===== src/rtl/pipe_stage_reg.sv =====
// pipe_stage_reg: elastic valid/ready pipeline register with flush, kill-to-bubble and kill counter; PIPE_STAGE_SKID_EN adds a one-entry skid buffer
module pipe_stage_reg #(
    parameter int unsigned       DATA_W       = 128,
    parameter logic [DATA_W-1:0] BUBBLE_VALUE = DATA_W'(128'h13),
    parameter logic [DATA_W-1:0] KEEP_MASK    = '0,
    parameter int unsigned       CNT_W        = 8
) (
    input  logic              clk,
    input  logic              rst_sync,
    input  logic              flush,
    input  logic              up_valid,
    output logic              up_ready,
    input  logic [DATA_W-1:0] up_data,
    input  logic              up_kill,
    output logic              dn_valid,
    input  logic              dn_ready,
    output logic [DATA_W-1:0] dn_data,
    output logic              dn_killed,
    output logic [CNT_W-1:0]  kill_count
);
    function automatic logic [DATA_W-1:0] bubble(input logic [DATA_W-1:0] x);
        return (x & KEEP_MASK) | (BUBBLE_VALUE & ~KEEP_MASK);
    endfunction

    logic              valid_q, valid_d, killed_q, killed_d;
    logic [DATA_W-1:0] data_q, data_d, in_data;
    logic [CNT_W-1:0]  cnt_q, cnt_d;
    logic              acc, xfer;
`ifdef PIPE_STAGE_SKID_EN
    logic              skid_valid_q, skid_valid_d, skid_killed_q, skid_killed_d;
    logic [DATA_W-1:0] skid_data_q, skid_data_d;
    assign up_ready = !skid_valid_q;
`else
    assign up_ready = !valid_q || dn_ready;
`endif
    assign acc        = up_valid && up_ready;
    assign xfer       = valid_q && dn_ready;
    assign in_data    = up_kill ? bubble(up_data) : up_data;
    assign dn_valid   = valid_q;
    assign dn_data    = data_q;
    assign dn_killed  = killed_q;
    assign kill_count = cnt_q;

    // next-state: flush beats accept; otherwise accept, drain or stall
    always_comb begin
        valid_d  = valid_q;
        killed_d = killed_q;
        data_d   = data_q;
        cnt_d    = cnt_q;
`ifdef PIPE_STAGE_SKID_EN
        skid_valid_d  = skid_valid_q;
        skid_killed_d = skid_killed_q;
        skid_data_d   = skid_data_q;
`endif
        if (flush) begin
            valid_d  = 1'b0;
            killed_d = 1'b0;
            data_d   = bubble(data_q);
`ifdef PIPE_STAGE_SKID_EN
            skid_valid_d = 1'b0;
`endif
        end else begin
            if (acc && up_kill)
                cnt_d = (cnt_q == '1) ? cnt_q : cnt_q + CNT_W'(1);
`ifdef PIPE_STAGE_SKID_EN
            if (!valid_q || xfer) begin
                if (skid_valid_q) begin
                    valid_d      = 1'b1;
                    data_d       = skid_data_q;
                    killed_d     = skid_killed_q;
                    skid_valid_d = 1'b0;
                end else begin
                    valid_d  = acc;
                    killed_d = acc && up_kill;
                    data_d   = acc ? in_data : data_q;
                end
            end else if (acc) begin
                skid_valid_d  = 1'b1;
                skid_data_d   = in_data;
                skid_killed_d = up_kill;
            end
`else
            if (acc) begin
                valid_d  = 1'b1;
                data_d   = in_data;
                killed_d = up_kill;
            end else if (xfer) begin
                valid_d  = 1'b0;
                killed_d = 1'b0;
            end
`endif
        end
    end

    // state registers with synchronous reset to an empty bubble
    always_ff @(posedge clk) begin
        if (rst_sync) begin
            valid_q  <= 1'b0;
            killed_q <= 1'b0;
            data_q   <= BUBBLE_VALUE;
            cnt_q    <= '0;
`ifdef PIPE_STAGE_SKID_EN
            skid_valid_q  <= 1'b0;
            skid_killed_q <= 1'b0;
            skid_data_q   <= BUBBLE_VALUE;
`endif
        end else begin
            valid_q  <= valid_d;
            killed_q <= killed_d;
            data_q   <= data_d;
            cnt_q    <= cnt_d;
`ifdef PIPE_STAGE_SKID_EN
            skid_valid_q  <= skid_valid_d;
            skid_killed_q <= skid_killed_d;
            skid_data_q   <= skid_data_d;
`endif
        end
    end
endmodule


===== config.mk =====
export PLATFORM = sky130hd
export DESIGN_NAME = pipe_stage_reg
export DESIGN_NICKNAME = d
export VERILOG_FILES = /design/src/rtl/pipe_stage_reg.sv
export SDC_FILE = /design/constraint.sdc
export NUM_CORES = 1
export LEC_CHECK = 0
export BUFFER_PORTS_ARGS = -buffer_cell sky130_fd_sc_hd__buf_2
export CAP_MARGIN = 30
export CORE_MARGIN = 1
export CORE_UTILIZATION = 49
export CTS_CLUSTER_DIAMETER = 40
export DETAILED_ROUTE_END_ITERATION = 8
export GPL_TIMING_DRIVEN = 0
export PLACE_DENSITY = 0.84
export SYNTH_ARGS = -nofsm -noshare
export SYNTH_HDL_FRONTEND = slang
export SYNTH_SLANG_ARGS = --single-unit

===== constraint.sdc =====
create_clock -name clk -period 2.9 [get_ports clk]
set_input_delay 0.87 -clock clk [delete_from_list [all_inputs] [get_ports clk]]
set_output_delay 0.87 -clock clk [all_outputs]
set_load 0.01 [all_outputs]

; Word level (Yosys, flattened, before mapping)
; Index checks and enable logic that the tools add are counted.
[op_classes]
mux = 4
magnitude_cmp = 0
multipliers = 0
shifts = 0
bitwise = 2
n_eq_ne = 1
n_reduce_logical = 8
div_mod_pow = 0
n_addsub = 1
[op_table]
columns = op, count
row1 = 128-bit 2-to-1 mux, 1
row2 = "8-bit by 1-bit adder with 8-bit output, second input constant", 1
row3 = "8-bit equality test, second input constant", 1
row4 = 1-bit logical AND, 3
row5 = 1-bit 2-to-1 mux, 3
row6 = 3-bit AND reduction, 1
row7 = 1-bit inverter, 2
row8 = 2-bit nonzero test, 1
row9 = 2-bit OR reduction, 1
row10 = 1-bit logical NOT, 1
row11 = 1-bit logical OR, 1
[word_totals]
rom_bits = 0
output_inout_bits = 139
latch_bits = 0
reg_bits = 138
ramBits = 0
n_memories = 0
in_bits = 134
elab_cells = 20

; Longest topological paths before layout
[logic_depth]
ltp_word = 5
ltp_mapped = 7
ltp_nobuf = 5

; Least setup slack after synthesis
; No wires, ideal clock.
[synth_timing]
kind = input to register
start = in dn_ready
end = reg cnt_q[6], in the netlist kill_count[6]
cell_stages = 5
required_time_ns = 2.779
setup_slack_ns = 0.987
t_arrival_ns = 1.791
path_cell_list = nand2b_4 > nand2_2 > buf_6 > nor4_2 > mux2_4
[synth_between]
elab_chain_len = 4
[synth_lines]
columns = item, line_no
row1 = start: declaration, 16  ; input logic dn_ready,
row2 = 1-bit logical OR, 34  ; assign up_ready = !valid_q || dn_ready;
row3 = 1-bit logical AND, 36  ; assign acc = up_valid && up_ready;
row4 = 1-bit logical AND, 63  ; if (acc && up_kill)
row5 = 3-bit AND reduction (no line), --
row6 = end signal: assignment, 111  ; cnt_q <= cnt_d;
row7 = end: declaration, 27  ; logic [CNT_W-1:0] cnt_q, cnt_d;
; Every way passes these cells.
; A chain may end at the register's enable or synchronous reset.

; Worst setup path in the final report
[layout_timing]
start = in dn_ready
end = out up_ready
[layout_between]
elab_chain_len = 1
[layout_lines]
columns = item, line_no
row1 = 1-bit logical OR, 34
row2 = end: declaration, 12  ; output logic up_ready,
; Every way passes these cells.

==> out/qor.yml <==
flow_run:
  drv_cap: 0
grt:
  grt_antenna_before_repair: 1
  grt_usage: 0.268
  grt-ovfl-total: 0
  grt_pass1_vias: 5112
  grt_pass1_wl_um: 24100
  grt_max_degree: 17
synth:
  netlist_area_um2: 5440
  synth_seq_cells: 138
  ys.warnings.count: 0
  synthMuxAreaShare: 0.00276
  yosysUniqueCellTypes: 30
  yosys.area_share.simple: 0.295
  syn_inst: 630
  synth_ff_type: "dfxtp_1"
  yosysMostFrequentCell: "dfxtp_1"
  synth-compound-area-share: 0.138
  synthTopCellsByCount: "138 x dfxtp_1, 134 x a21oi_1, 129 x nand2_1"
  synth_fa_ha_area_frac: 0.00230
  synthTopCellsByArea: "dfxtp_1 51%, nand3b_1 17%, a21oi_1 12%"
  synth_area_leader_cell: "dfxtp_1"
  synth_top_cell_area_share: 0.508
  seq_area_frac_synth: 0.508
  synth-edff-count: 0
  avgSynthCellArea_um2: 8.63
  ys_async_sr_fraction: 0
  synth_top_family_by_area: "simple AND/OR/NAND/NOR gates"
  syn-num-nets: 765
  synth_xor_area_frac: 0
power:
  powerDensity_nw_per_um2: 610
  p_clk_frac: 0.489
  vdd_drop_max_uv: 411
  power.leakage_nw: 3.28
  combinationalPowerShare: 0.090
  netSwitchingPower_mw: 1.06
  power.total_mw: 4.64
  seqPwrFrac: 0.421
  swShare: 0.228
  internal-power_mw: 3.58
sta:
  finalMaxSlewViolations: 0
  timing.slew.headroom: 0.561
  fmax_mhz: 466
  finalHoldViolations: 0
  setup_slack_ps: 753
  period_minus_slack_ps: 2150
  fin_hold_ws_ps: 446
  rsz0062_at_grt: "no"
  tightest_slew_ps: 658
  skew_ps: 12.4
  fin_tns_setup_ps: 0
  min_period_over_period: 0.740
  finalSetupViolCount: 0
die:
  die_x_um: 107
  die_h_um: 107
  io_pins: 273
  num_rows: 38
  coreArea_um2: 10800
  die_area_um2: 11500
  initial_core_util: 0.502
detailed_routing:
  wl_per_cell_um: 14.7
  drtAntennaViolNets: 0
  drcViolationCount: 1
  via_count: 5548
  drtPass1Iterations: 7
  first_iter_violations: 300
  vias_per_cell: 5.16
  routed_wl_um: 15800
cts:
  clock_latency_ps: 510
  numCtsBuffers: 17
  post_cts_resized: 0
  post_cts_buffers: 0
  cts_tree: "yes"
  clkSlewWorstSetupHoldPaths_ps: 60
  cts_root_buf: "clkbuf_8"
  numClockSinks: 138
  hold_buffers: 0
  ctsLongestPathBuffers: 2
  htree_num_levels: 4
critical_path:
  crit_arrival_ps: 1280
  cp-end-kind: "output port"
  worst_path_max_delay_cell: "nand2b_4"
  path_common_cell: "buf_2"
  max_stage_delay_ps: 150
  crit_buf_inv: 2
  critPathTopFamily: "buffers and inverters"
  required_ps: 2030
  crit_chain: "buf_2, nand2b_4, buf_2"
  cp-start-kind: "primary input"
  critPathKind: "primary input to output port"
  cp_max_fo: 5
finish:
  nFillCells: 951
  drive_gt1_frac: 0.360
  nets: 1056
  area_growth_syn_to_layout_pct: 39.9
outcome:
  status: "finished, violations left"
  violations: "DRC"
placement:
  port_buffers: 272
  dpl.hpwl_um: 11600
  gp_congestion: 0.910
  place_ws_ps: 631
min_path:
  hp-class: "flop to flop"
[final timing paths]
path,startpoint,cells past startpoint,slack (ps),endpoint
worst min-delay path,dn_data[74],2,450,dn_data[74]
worst max-delay path,dn_ready,3,750,up_ready
worst min register to register,dn_data[74],2,450,dn_data[74]
worst max register to register,kill_count[0],6,1260,kill_count[6]
[stage by stage]
stage / cell area, um^2 / instances / util
6_report: 7600 / 1075 / 0.702
5_1_grt: 7600 / 1075 / 0.702
3_5_place_dp: 6970 / 1042 / 0.643
3_3_place_gp: 6970 / 1042 / 0.643
4_1_cts: 7600 / 1074 / 0.701
2_1_floorplan: 5440 / 630 / -
[worst register-to-register path: cells and delay by family, from the launching register on]
family | cells | cell delay [ps]
AND/OR/NAND/NOR | 2 | 190
flip-flops | 1 | 390
multiplexers | 1 | 290
buffers and inverters | 1 | 200
adder cells (fa/ha/maj) | 1 | 250
AO/OA/AOI/OAI | 1 | 210
[sequential cells by signal (all words and copies together) (netlist names)]
register / cells
dn_valid: 1
dn_killed: 1
kill_count: 8
dn_data: 128
[metal layers]
layer,GRT usage,part of all wire,up-vias
met5,0,0,-
met4,0.107,0.023,0
met3,0.0781,0.071,29
met2,0.467,0.49,196
met1,0.306,0.41,2570
li1,-,-,2753
[cells by family after synthesis]
| logic type | count (synthesis) |
|---|---|
| AO/OA/AOI/OAI | 146 |
| flip-flops | 138 |
| AND/OR/NAND/NOR | 282 |
| buffers and inverters | 62 |
| adder cells (fa/ha/maj) | 1 |
| multiplexers | 1 |
[power by group through the flow]
stage               Clock (mW)  Combinational [mW]  Sequential (mW)
finish                    2.27               0.417             1.95
global route              2.39               0.456             1.96
CTS                       2.30               0.417             1.95
detailed placement           0               0.414             1.99
global placement             0               0.411             1.99
floorplan                    0               0.203             2.01
[final cells by class]
| cell class | count | area, um^2 | area share |
|---|---|---|---|
| Multi-Input combinational cell | 430 | 2380 | 0.313 |
| Timing Repair Buffer | 272 | 1360 | 0.179 |
| Inverter | 2 | 7.51 | 0.000987 |
| Sequential cell | 138 | 2760 | 0.363 |
| Clock buffer | 22 | 463 | 0.0609 |
| Tap cell | 140 | 175 | 0.0230 |
| Buffer | 60 | 290 | 0.0382 |
| Antenna cell | 1 | 2.50 | 0.000329 |
| Clock inverter | 10 | 165 | 0.0217 |
[cell usage in the layout, fill, tap and decap left out]
cell type / synthesis / layout
bufinv_16: 0 / 4
buf_6: 1 / 1
nand3_1: 5 / 5
clkbuf_8: 0 / 4
nor4_2: 1 / 1
clkinv_4: 0 / 2
nand2_1: 129 / 129
diode_2: 0 / 1
or3_1: 2 / 2
nor2b_1: 1 / 1
and3_1: 1 / 1
or2_2: 1 / 1
buf_1: 1 / 1
clkinvlp_4: 0 / 3
nand4_2: 1 / 1
o31ai_1: 4 / 4
nor3_1: 3 / 3
nor2_1: 5 / 5
clkinv_2: 0 / 1
and2b_1: 1 / 1
inv_1: 2 / 2
or4_1: 4 / 4
nand3b_1: 125 / 125
o2111ai_1: 1 / 1
mux2_4: 1 / 1
dfxtp_1: 138 / 138
a21oi_1: 134 / 134
ha_1: 1 / 1
o21ai_2: 1 / 1
buf_2: 16 / 288
clkbuf_1: 32 / 34
buf_4: 10 / 10
nand2_2: 1 / 1
and2_1: 1 / 1
nand2b_4: 1 / 1
clkbuf_16: 0 / 16
o21ai_0: 6 / 6
(Power assumes the default switching activity.)
